===== src/rtl/mem_wb_skid_stage.sv =====
// MEM/WB writeback register with a valid/ready handshake. A main and a skid entry
// absorb backpressure, so in_ready_o comes straight from a flop.
module mem_wb_skid_stage #(
    parameter int DATA_W = 32,
    parameter int RD_W   = 5,
    parameter int CNT_W  = 16
) (
    input  logic              clk_i,
    input  logic              rst_i,
    input  logic              flush_i,
    input  logic              in_valid_i,
    output logic              in_ready_o,
    input  logic              RegWrite_i,
    input  logic              MemtoReg_i,
    input  logic [DATA_W-1:0] ALUout_i,
    input  logic [DATA_W-1:0] Memout_i,
    input  logic [RD_W-1:0]   rd_addr_i,
    output logic              out_valid_o,
    input  logic              out_ready_i,
    output logic              RegWrite_o,
    output logic              MemtoReg_o,
    output logic [DATA_W-1:0] ALUout_o,
    output logic [DATA_W-1:0] Memout_o,
    output logic [RD_W-1:0]   rd_addr_o,
    output logic [CNT_W-1:0]  stall_cnt_o
);

    logic              main_valid_q, main_valid_d;
    logic              main_regwrite_q, main_regwrite_d;
    logic              main_memtoreg_q, main_memtoreg_d;
    logic [DATA_W-1:0] main_alu_q, main_alu_d;
    logic [DATA_W-1:0] main_mem_q, main_mem_d;
    logic [RD_W-1:0]   main_rd_q, main_rd_d;

    logic              skid_valid_q, skid_valid_d;
    logic              skid_regwrite_q, skid_regwrite_d;
    logic              skid_memtoreg_q, skid_memtoreg_d;
    logic [DATA_W-1:0] skid_alu_q, skid_alu_d;
    logic [DATA_W-1:0] skid_mem_q, skid_mem_d;
    logic [RD_W-1:0]   skid_rd_q, skid_rd_d;

    logic              in_ready_q, in_ready_d;
    logic [CNT_W-1:0]  stall_cnt_q, stall_cnt_d;

    logic in_xfer;
    logic out_xfer;

    assign in_xfer  = in_valid_i & in_ready_q;
    assign out_xfer = main_valid_q & out_ready_i;

    always_comb begin
        main_valid_d    = main_valid_q;
        main_regwrite_d = main_regwrite_q;
        main_memtoreg_d = main_memtoreg_q;
        main_alu_d      = main_alu_q;
        main_mem_d      = main_mem_q;
        main_rd_d       = main_rd_q;
        skid_valid_d    = skid_valid_q;
        skid_regwrite_d = skid_regwrite_q;
        skid_memtoreg_d = skid_memtoreg_q;
        skid_alu_d      = skid_alu_q;
        skid_mem_d      = skid_mem_q;
        skid_rd_d       = skid_rd_q;
        stall_cnt_d     = stall_cnt_q;

        if (flush_i) begin
            // Payload is left stale; only the valid bits matter after a flush.
            main_valid_d = 1'b0;
            skid_valid_d = 1'b0;
        end else if (!main_valid_q || out_xfer) begin
            if (skid_valid_q) begin
                main_valid_d    = 1'b1;
                main_regwrite_d = skid_regwrite_q;
                main_memtoreg_d = skid_memtoreg_q;
                main_alu_d      = skid_alu_q;
                main_mem_d      = skid_mem_q;
                main_rd_d       = skid_rd_q;
                skid_valid_d    = 1'b0;
            end else begin
                main_valid_d = in_xfer;
                if (in_xfer) begin
                    main_regwrite_d = RegWrite_i;
                    main_memtoreg_d = MemtoReg_i;
                    main_alu_d      = ALUout_i;
                    main_mem_d      = Memout_i;
                    main_rd_d       = rd_addr_i;
                end
            end
        end else if (in_xfer) begin
            skid_valid_d    = 1'b1;
            skid_regwrite_d = RegWrite_i;
            skid_memtoreg_d = MemtoReg_i;
            skid_alu_d      = ALUout_i;
            skid_mem_d      = Memout_i;
            skid_rd_d       = rd_addr_i;
        end

        in_ready_d = ~skid_valid_d;

        if (main_valid_q && !out_ready_i && (stall_cnt_q != {CNT_W{1'b1}})) begin
            stall_cnt_d = stall_cnt_q + 1'b1;
        end
    end

    always_ff @(posedge clk_i) begin
        if (rst_i) begin
            main_valid_q    <= 1'b0;
            main_regwrite_q <= 1'b0;
            main_memtoreg_q <= 1'b0;
            main_alu_q      <= '0;
            main_mem_q      <= '0;
            main_rd_q       <= '0;
            skid_valid_q    <= 1'b0;
            skid_regwrite_q <= 1'b0;
            skid_memtoreg_q <= 1'b0;
            skid_alu_q      <= '0;
            skid_mem_q      <= '0;
            skid_rd_q       <= '0;
            in_ready_q      <= 1'b1;
            stall_cnt_q     <= '0;
        end else begin
            main_valid_q    <= main_valid_d;
            main_regwrite_q <= main_regwrite_d;
            main_memtoreg_q <= main_memtoreg_d;
            main_alu_q      <= main_alu_d;
            main_mem_q      <= main_mem_d;
            main_rd_q       <= main_rd_d;
            skid_valid_q    <= skid_valid_d;
            skid_regwrite_q <= skid_regwrite_d;
            skid_memtoreg_q <= skid_memtoreg_d;
            skid_alu_q      <= skid_alu_d;
            skid_mem_q      <= skid_mem_d;
            skid_rd_q       <= skid_rd_d;
            in_ready_q      <= in_ready_d;
            stall_cnt_q     <= stall_cnt_d;
        end
    end

    // Bubbles and flushed slots must never reach the register file.
    assign out_valid_o = main_valid_q;
    assign RegWrite_o  = main_regwrite_q & main_valid_q;
    assign MemtoReg_o  = main_memtoreg_q;
    assign ALUout_o    = main_alu_q;
    assign Memout_o    = main_mem_q;
    assign rd_addr_o   = main_rd_q;
    assign in_ready_o  = in_ready_q;
    assign stall_cnt_o = stall_cnt_q;

endmodule


===== config.mk =====
export PLATFORM = sky130hd
export DESIGN_NAME = mem_wb_skid_stage
export DESIGN_NICKNAME = d
export VERILOG_FILES = /design/src/rtl/mem_wb_skid_stage.sv
export SDC_FILE = /design/constraint.sdc
export NUM_CORES = 1
export LEC_CHECK = 0
export ABC_CLOCK_PERIOD_IN_PS = 4100
export CORE_AREA = 2 2 150 152
export DETAILED_ROUTE_END_ITERATION = 8
export DIE_AREA = 0 0 152 154
export SKIP_LAST_GASP = 1
export SYNTH_ARGS = -nofsm -noshare
export SYNTH_HDL_FRONTEND = slang
export SYNTH_SLANG_ARGS = --single-unit
export TNS_END_PERCENT = 30

===== constraint.sdc =====
create_clock -name clk_i -period 4.1 [get_ports clk_i]
set_input_delay 0.615 -clock clk_i [delete_from_list [all_inputs] [get_ports clk_i]]
set_output_delay 0.615 -clock clk_i [all_outputs]
set_load 0.02 [all_outputs]

Word-level counts from Yosys, hierarchy flattened
Cells that the tools add are included.
Word-level totals
  output and inout bits: 89
  logic and storage cells: 45
  flip-flop bits (word level): 161
  input port bits: 76
Operators by class
  bitwise operators: 6
  muxes and demuxes: 14
  reductions and logical operators: 9
  equality and inequality tests: 1
  add/sub/neg operators: 1
Operators by type and width (number)
  32-bit 2-to-1 mux: 4
  16-bit by 1-bit adder with 16-bit output, second input constant: 1
  16-bit inequality test, second input constant: 1
  5-bit 2-to-1 mux: 2
  1-bit 2-to-1 mux: 8
  3-bit AND reduction: 2
  1-bit AND: 3
  1-bit inverter: 3
  1-bit logical AND: 2
  1-bit logical NOT: 2
  2-bit nonzero test: 1
  2-bit OR reduction: 1
  1-bit logical OR: 1

Logic depth before layout (Yosys ltp)
Gate-level depths: netlist (run 1).
  depth in word-level cells: 5
  mapped depth: 7
  mapped depth without buffers: 5

Least setup slack after synthesis (run 1)
No wires, ideal clock.
  kind: in2reg
  start point: input port out_ready_i
  end point: register skid_alu_q[31]
  setup time: 132 ps
  path slack: 2343 ps
  stages: 6
  data required time: 3968 ps
  arrival time: 1625 ps
  path buffers: 2
  path through: nand2b_2 -> or3_1 -> clkbuf_1 -> clkbuf_1 -> nand2_1 -> a21oi_1
On the way
  cells in the longest elaborated chain, start to end: 4
RTL lines
  start, declared: line 19  | input logic out_ready_i,
  1-bit AND: line 49  | assign out_xfer = main_valid_q & out_ready_i;
  1-bit logical OR: line 70  | end else if (!main_valid_q || out_xfer) begin
  1-bit inverter (no source line)
  3-bit AND reduction (no source line)
  end signal, assigned: line 131  | skid_alu_q <= skid_alu_d;
  end, declared: line 38  | logic [DATA_W-1:0] skid_alu_q, skid_alu_d;
Every way passes these cells.
A chain may end at the register's enable or synchronous reset.

Final worst setup path (run 1)
  start point: register skid_valid_q
  end point: register main_mem_q[24], in the netlist Memout_o[24]
On the way
  cells in the longest elaborated chain, start to end: 2
  elaborated cells between the ends (all ways): 3
  those cells by class: mux: 1; reduce/logical: 2
RTL lines
  start, declared: line 35  | logic skid_valid_q, skid_valid_d;
  start signal, assigned: line 128  | skid_valid_q <= skid_valid_d;
  2-bit nonzero test (no source line)
  3-bit AND reduction (no source line)
  end signal, assigned: line 126  | main_mem_q <= main_mem_d;
  end, declared: line 32  | logic [DATA_W-1:0] main_mem_q, main_mem_d;
Parallel ways exist; a longest one is shown, timed or not.

==> results of run 1 <==
==> synth_stat cells, types with 2 or more instances <==
cell type	number	area [sq um]
a21oi_1	79	395
nor2_1	79	297
or4_1	2	15.0
nor2b_1	3	18.8
nor4_1	3	18.8
or3_1	5	31.3
a211oi_1	72	541
nand3_1	6	30.0
nor3_1	3	15.0
nand2_1	150	563
and3_1	3	18.8
clkbuf_1	41	154
o21ai_0	5	25.0
o31a_1	2	17.5
o21a_1	2	15.0
inv_1	2	7.51
mux2i_1	74	741
buf_1	2	7.51
nor3_2	2	20.0
o31ai_1	2	15.0
dfxtp_1	161	3220
nand4_1	4	25.0
a31oi_1	2	12.5
buf_2	14	70.1
==> final timing paths <==
path / startpoint / endpoint / slack, ns / depth (start not counted)
hold reg to reg: skid_alu_q[2] / skid_alu_q[2] / 0.45 / 2
hold / removal: skid_alu_q[2] / skid_alu_q[2] / 0.45 / 2
setup reg to reg: skid_valid_q / Memout_o[24] / 1.71 / 5
setup / recovery: skid_valid_q / Memout_o[24] / 1.71 / 5
==> power by group <==
part	switching, mW	leakage (nW)	internal (mW)
Combinational	0.204	1.29	0.206
Sequential	0.0332	1.31	1.62
Clock	0.708	0.295	0.919
Total	0.945	2.90	2.74
==> metal layers <==
metal | track usage, % | vias up | part of all wire, %
li1 | - | 2843 | -
met1 | 17.9 | 2628 | 48
met2 | 23.4 | 119 | 47
met3 | 4.20 | 11 | 4.4
met4 | 3.92 | 0 | 1.2
met5 | 0 | - | 0
==> registers in the layout, summed over array words and instances, names as in the netlist <==
register         count
skid_regwrite_q      1
skid_mem_q          32
ALUout_o            32
in_ready_o           1
skid_rd_q            5
stall_cnt_o         16
out_valid_o          1
skid_memtoreg_q      1
Memout_o            32
MemtoReg_o           1
skid_alu_q          32
main_regwrite_q      1
rd_addr_o            5
skid_valid_q         1
==> kinds of logic (layout without fill, tap and decap cells) <==
group                      after synthesis  in the layout  share of synthesized area [%]
buffers and inverters                   60            205                           3.80
muxes                                   75             75                           11.6
and+or+nand+nor                        272            272                           18.1
adders and majority gates                1              1                          0.193
AOI/OAI and AO/OA                      170            170                           16.6
DFF                                    161            161                           49.7
==> worst reg2reg max path, stage by stage (launching register included) <==
cell and delay [ns]:
dfxtp_4 0.74, a21oi_1 0.21, nor3b_4 0.72, buf_12 0.33, nor2_1 0.08, a211oi_1 0.23
==> per-stage QoR <==
stage | hold slack (ns) | cells | worst slack (ns) | utilization (%)
2_1_floorplan | 0.436 | 739 | 2.34 | -
3_3_place_gp | 0.441 | 1132 | 1.35 | 38.5
3_5_place_dp | 0.446 | 1132 | 1.28 | 38.5
4_1_cts | 0.455 | 1164 | 1.67 | 41.3
5_1_grt | 0.467 | 1164 | 1.46 | 41.3
6_report | 0.452 | 1164 | 1.71 | 41.3
==> area by class of cell <==
cell class	instances	area share, %
timing repair buffer	171	19.6
tap	280	3.91
multi-input combinational	518	33.7
sequential	161	36.0
clock inverter	15	1.98
inverter	2	0.0838
clock buffer	17	4.75
==> out/results.tsv, run 1 <==
metric	value	unit
outcome	completed	
# clock sinks	161	
largest stage delay on the critical path	0.74	ns
most frequent cells in the layout	163 x clkdlybuf4s50_1, 160 x dfxtp_1, 150 x nand2_1	
WP data required	4.43	ns
area of the multi-input gates	0.00302	sq mm
Worst setup SP type	flip-flop	
Num CTS Buffers	17	
largest fanout on the critical path	53	
prevailing post-synth register cell	dfxtp_1	
IO Pins	165	
via-per-instance ratio	4.81	
core area	0.0217	sq mm
ys async rst share	0	%
vias in the first global route	5105	
std cell rows	54	
GRT overflow	0	
Hold Path Class	flip-flop to flip-flop	
mapped cell area	0.00648	sq mm
power density over cell area	412	mW/mm^2
CP top delay family	simple AND/OR/NAND/NOR gates	
Worst Tran Pin Value	0.812	ns
Fmax	0.418	GHz
number of buffers added on ports	164	
total track usage	14.1	%
worst-path cell chain	a21oi_1 -> nor3b_4 -> buf_12 -> nor2_1 -> a211oi_1	
Area Overhead vs Synth	38.3	%
Critical Path Sink Type	flip-flop	
Routed WL	16800	um
routability cong.	0.756	
Setup Skew	0.00620	ns
Hold-fix buffers, CTS	0	
post-detail-place hpwl	10500	um
maximum vdd ir drop	0.000229	V
kind of critical path	flip-flop to flip-flop	
Unique masters post-synth	45	
CTS tree	done	
clock root buffer master	clkbuf_16	
DRT antenna net count	0	
Relative slew margins	45.8	%
Tot Pwr	3.69	mW
Final Instance Area	0.00896	sq mm
fraction of layout cells with a size suffix above 1	5.66	%
placed cell area	0.00836	sq mm
TNS Setup	0	ns
Chip Width	152	um
fillers	2180	
most common cell after layout, fill and taps aside	clkdlybuf4s50_1	
Clk Latency, worst-skew pair	0.41	ns
antenna cells	0	
sequential element share of the synthesized area	49.7	%
Leak	2.90	nW
ratio of final minimum period to clock period	58.4	%
nets	948	
routed length per instance	14.4	um
post-CTS sizing	0	
CTS max path bufs	2	
drt drc	0	
CP bufs+invs	1	
worst path arrival time	2.72	ns
Max Cap Viol	0	
minimum clock period	2.39	ns
synthesis-stage register bit count	161	
vias	5601	
largest net degree at the start of global routing	101	
Syn Area/Cell	8.77	sq um
Setup Fix Bufs, Post-CTS	0	
RSZ-0062 raised after global routing	false	
Setup violations, final	0	
register area	0.00323	sq mm
slowest stage cell, crit path	dfxtp_4	
CTS clock-pin slew for the worst setup and hold paths	0.07	ns
initial antenna violation count	0	
final hold violations	0	
Synth Net Count	816	
iteration-0 DRC count of the detailed router	210	
initial core utilization	29.9	%
die area	0.0234	sq mm
EDFF count, synth	0	
Synth warnings	0	
Slew Limit Fails	0	
Die Y	154	um
first-pass GRT wire length	27100	um
htree depth	4	
cells after synthesis	739	
1st-pass router iterations	4	
(Power assumes the default switching activity.)
==> run 2: changes to the inputs <==
Settings changed: ABC_CLOCK_PERIOD_IN_PS 4100 to 2400.
Clock period 4.1 ns to 2.4 ns, I/O delays scaled along.
==> run 2 against run 1 <==
  * Clock skew grew 0.0068 ns
  * Utilization increased by 0.32 points
  * Final cell count is essentially flat
  * Sequential power is 71% higher
  * Global-route usage is 0.26 points higher
  * Power grew 76%
  * Highest routed layer unchanged
  * Worst hold slack worse by 0.11 ns
  * Via count decreased by 0.70%
  * Flip-flop and latch count did not move
  * Largest power group is now clock
  * Wire length fell by 0.15%
==> out/results.tsv, run 2 (synthesis results as in run 1) <==
metric	value	unit	change
setup slack at placement	0.210	ns	was 1.28 ns
met2 wire len	7990	um	was 7850 um
Clk Latency, worst-skew pair	0.42	ns	was 0.41 ns
Metal-1 WL	7930	um	was 8010 um
Slew Limit Fails	0		unchanged
WHS Endpoint	stall_cnt_o[8]		was skid_alu_q[2]
most common cell after layout, fill and taps aside	clkdlybuf4s50_1		unchanged
initial core utilization	29.9	%	unchanged
r2r worst-path depth	5		unchanged
fraction of layout cells with a size suffix above 1	5.76	%	was 5.66%
Worst Tran Pin Value	0.612	ns	was 0.812 ns
drt drc	0		unchanged
worst path arrival time	1.62	ns	was 2.72 ns
kind of critical path	flip-flop to output port		was flip-flop to flip-flop
largest fanout on the critical path	7		was 53
Relative slew margins	58.9	%	was 45.8%
routability cong.	0.764		was 0.756
Hold Crit Start	rst_i		was skid_alu_q[2]
CTS clock-pin slew for the worst setup and hold paths	0.07	ns	about the same
IO Pins	165		unchanged
vias in the first global route	5144		was 5105
post-CTS sizing	0		unchanged
Leak	2.93	nW	was 2.90 nW
Area Overhead vs Synth	39.3	%	was 38.3%
GRT overflow	0		unchanged
most frequent cells in the layout	163 x clkdlybuf4s50_1, 160 x dfxtp_1, 150 x nand2_1		unchanged
antenna cells	0		unchanged
post-detail-place hpwl	10300	um	was 10500 um
final worst slack	0.415	ns	was 1.71 ns
critical register-to-register path startpoint	stall_cnt_o[0]		was skid_valid_q
Crit Reg-Reg Endpoint	stall_cnt_o[11]		was Memout_o[24]
clock root buffer master	clkbuf_16		unchanged
flop2flop setup slack	0.58	ns	was 1.71 ns
htree depth	4		unchanged
outcome	completed		unchanged
initial antenna violation count	0		unchanged
Setup Fix Bufs, Post-CTS	0		unchanged
Chip Width	152	um	unchanged
routed length per instance	14.4	um	about the same
maximum vdd ir drop	0.000413	V	was 0.000229 V
Setup Skew	0.0130	ns	was 0.00620 ns
met3 WL	659	um	was 735 um
number of buffers added on ports	164		unchanged
vias	5562		was 5601
WP data required	2.04	ns	was 4.43 ns
RSZ-0062 raised after global routing	false		unchanged
Routed WL	16800	um	about the same
Fmax	0.504	GHz	
power density over cell area	717	mW/mm^2	was 412 mW/mm^2
CTS max path bufs	2		unchanged
largest net degree at the start of global routing	79		was 101
std cell rows	54		unchanged
minimum clock period	1.98	ns	
Worst setup SP type	flip-flop		unchanged
total track usage	14.4	%	was 14.1%
Hold-fix buffers, CTS	0		unchanged
ratio of final minimum period to clock period	82.7	%	
final hold violations	0		unchanged
fillers	2196		was 2180
TNS Setup	0	ns	unchanged
worst hold stages	2		unchanged
1st-pass router iterations	6		was 4
# clock sinks	161		unchanged
die area	0.0234	sq mm	unchanged
iteration-0 DRC count of the detailed router	195		was 210
DRT antenna net count	0		unchanged
Critical Path Sink Type	output port		was flip-flop
Num CTS Buffers	17		unchanged
Die Y	154	um	unchanged
highest metal used	met4		unchanged
first-pass GRT wire length	27500	um	was 27100 um
Max Cap Viol	0		unchanged
core area	0.0217	sq mm	unchanged
via-per-instance ratio	4.77		was 4.81
Setup violations, final	0		unchanged
nets	949		was 948
CTS tree	done		unchanged
Hold Path Class	input pin to flip-flop		was flip-flop to flip-flop
-- run 2: cell types whose count changed in the layout (fill, tap and decap cells not counted) --
cell / previous run / this run
buf_12: 5 / 7
buf_4: 3 / 2
bufinv_16: 2 / 4
clkbuf_8: 0 / 1
clkinv_2: 2 / 1
clkinv_4: 4 / 1
clkinv_8: 1 / 0
clkinvlp_4: 1 / 3
inv_6: 3 / 5
inv_8: 2 / 0
-- run 2: worst max path at each step --
stage / startpoint / endpoint / slack, ns
4_1_cts: out_valid_o / RegWrite_o / 0.37
3_3_place_gp: out_ready_i / Memout_o[2] / 0.24
2_1_floorplan: stall_cnt_o[0] / stall_cnt_o[14] / 0.68
6_report: out_valid_o / RegWrite_o / 0.42
5_1_grt: out_valid_o / RegWrite_o / 0.33
3_5_place_dp: out_ready_i / Memout_o[7] / 0.21
-- run 2: cell type report --
| class | instances | area [sq um] | share of cell area (%) |
|---|---|---|---|
| Sequential cell | 161 | 3230 | 35.7 |
| Multi-Input combinational cell | 518 | 3020 | 33.4 |
| Tap cell | 280 | 350 | 3.88 |
| Inverter | 2 | 7.51 | 0.0831 |
| Clock inverter | 14 | 200 | 2.22 |
| Timing Repair Buffer | 172 | 1790 | 19.8 |
| Clock buffer | 18 | 439 | 4.86 |
-- run 2: metal layers --
metal / global-route usage [%] / vias to the layer above
met3: 3.24 / 13
met5: 0 / -
met4: 4.81 / 0
met1: 19.0 / 2588
li1: - / 2849
met2: 23.3 / 112
-- run 2: power breakdown --
part           leakage [nW]  internal, mW  switching, mW  total (mW)
combinational          1.31         0.352          0.348       0.699
sequential             1.31          2.77         0.0574        2.82
clock                 0.304          1.79           1.17        2.95
-- run 2: stage by stage --
step                      instance area (sq um)  power [mW]  std cells  utilization (%)  hold WS, ns
after floorplan                            6480        3.21        739                -        0.436
after global routing                       9030        6.75       1165             41.6        0.340
after CTS                                  9030        6.58       1165             41.6        0.314
final                                      9030        6.48       1165             41.6        0.340
after detailed placement                   8390        3.59       1133             38.7        0.446
after global placement                     8390        3.59       1133             38.7        0.441
-- run 2: worst max-delay path, stage by stage, from the launching register on --
cell and delay [ns]:
dfxtp_1 0.45, and2_1 0.17, clkdlybuf4s50_1 0.60
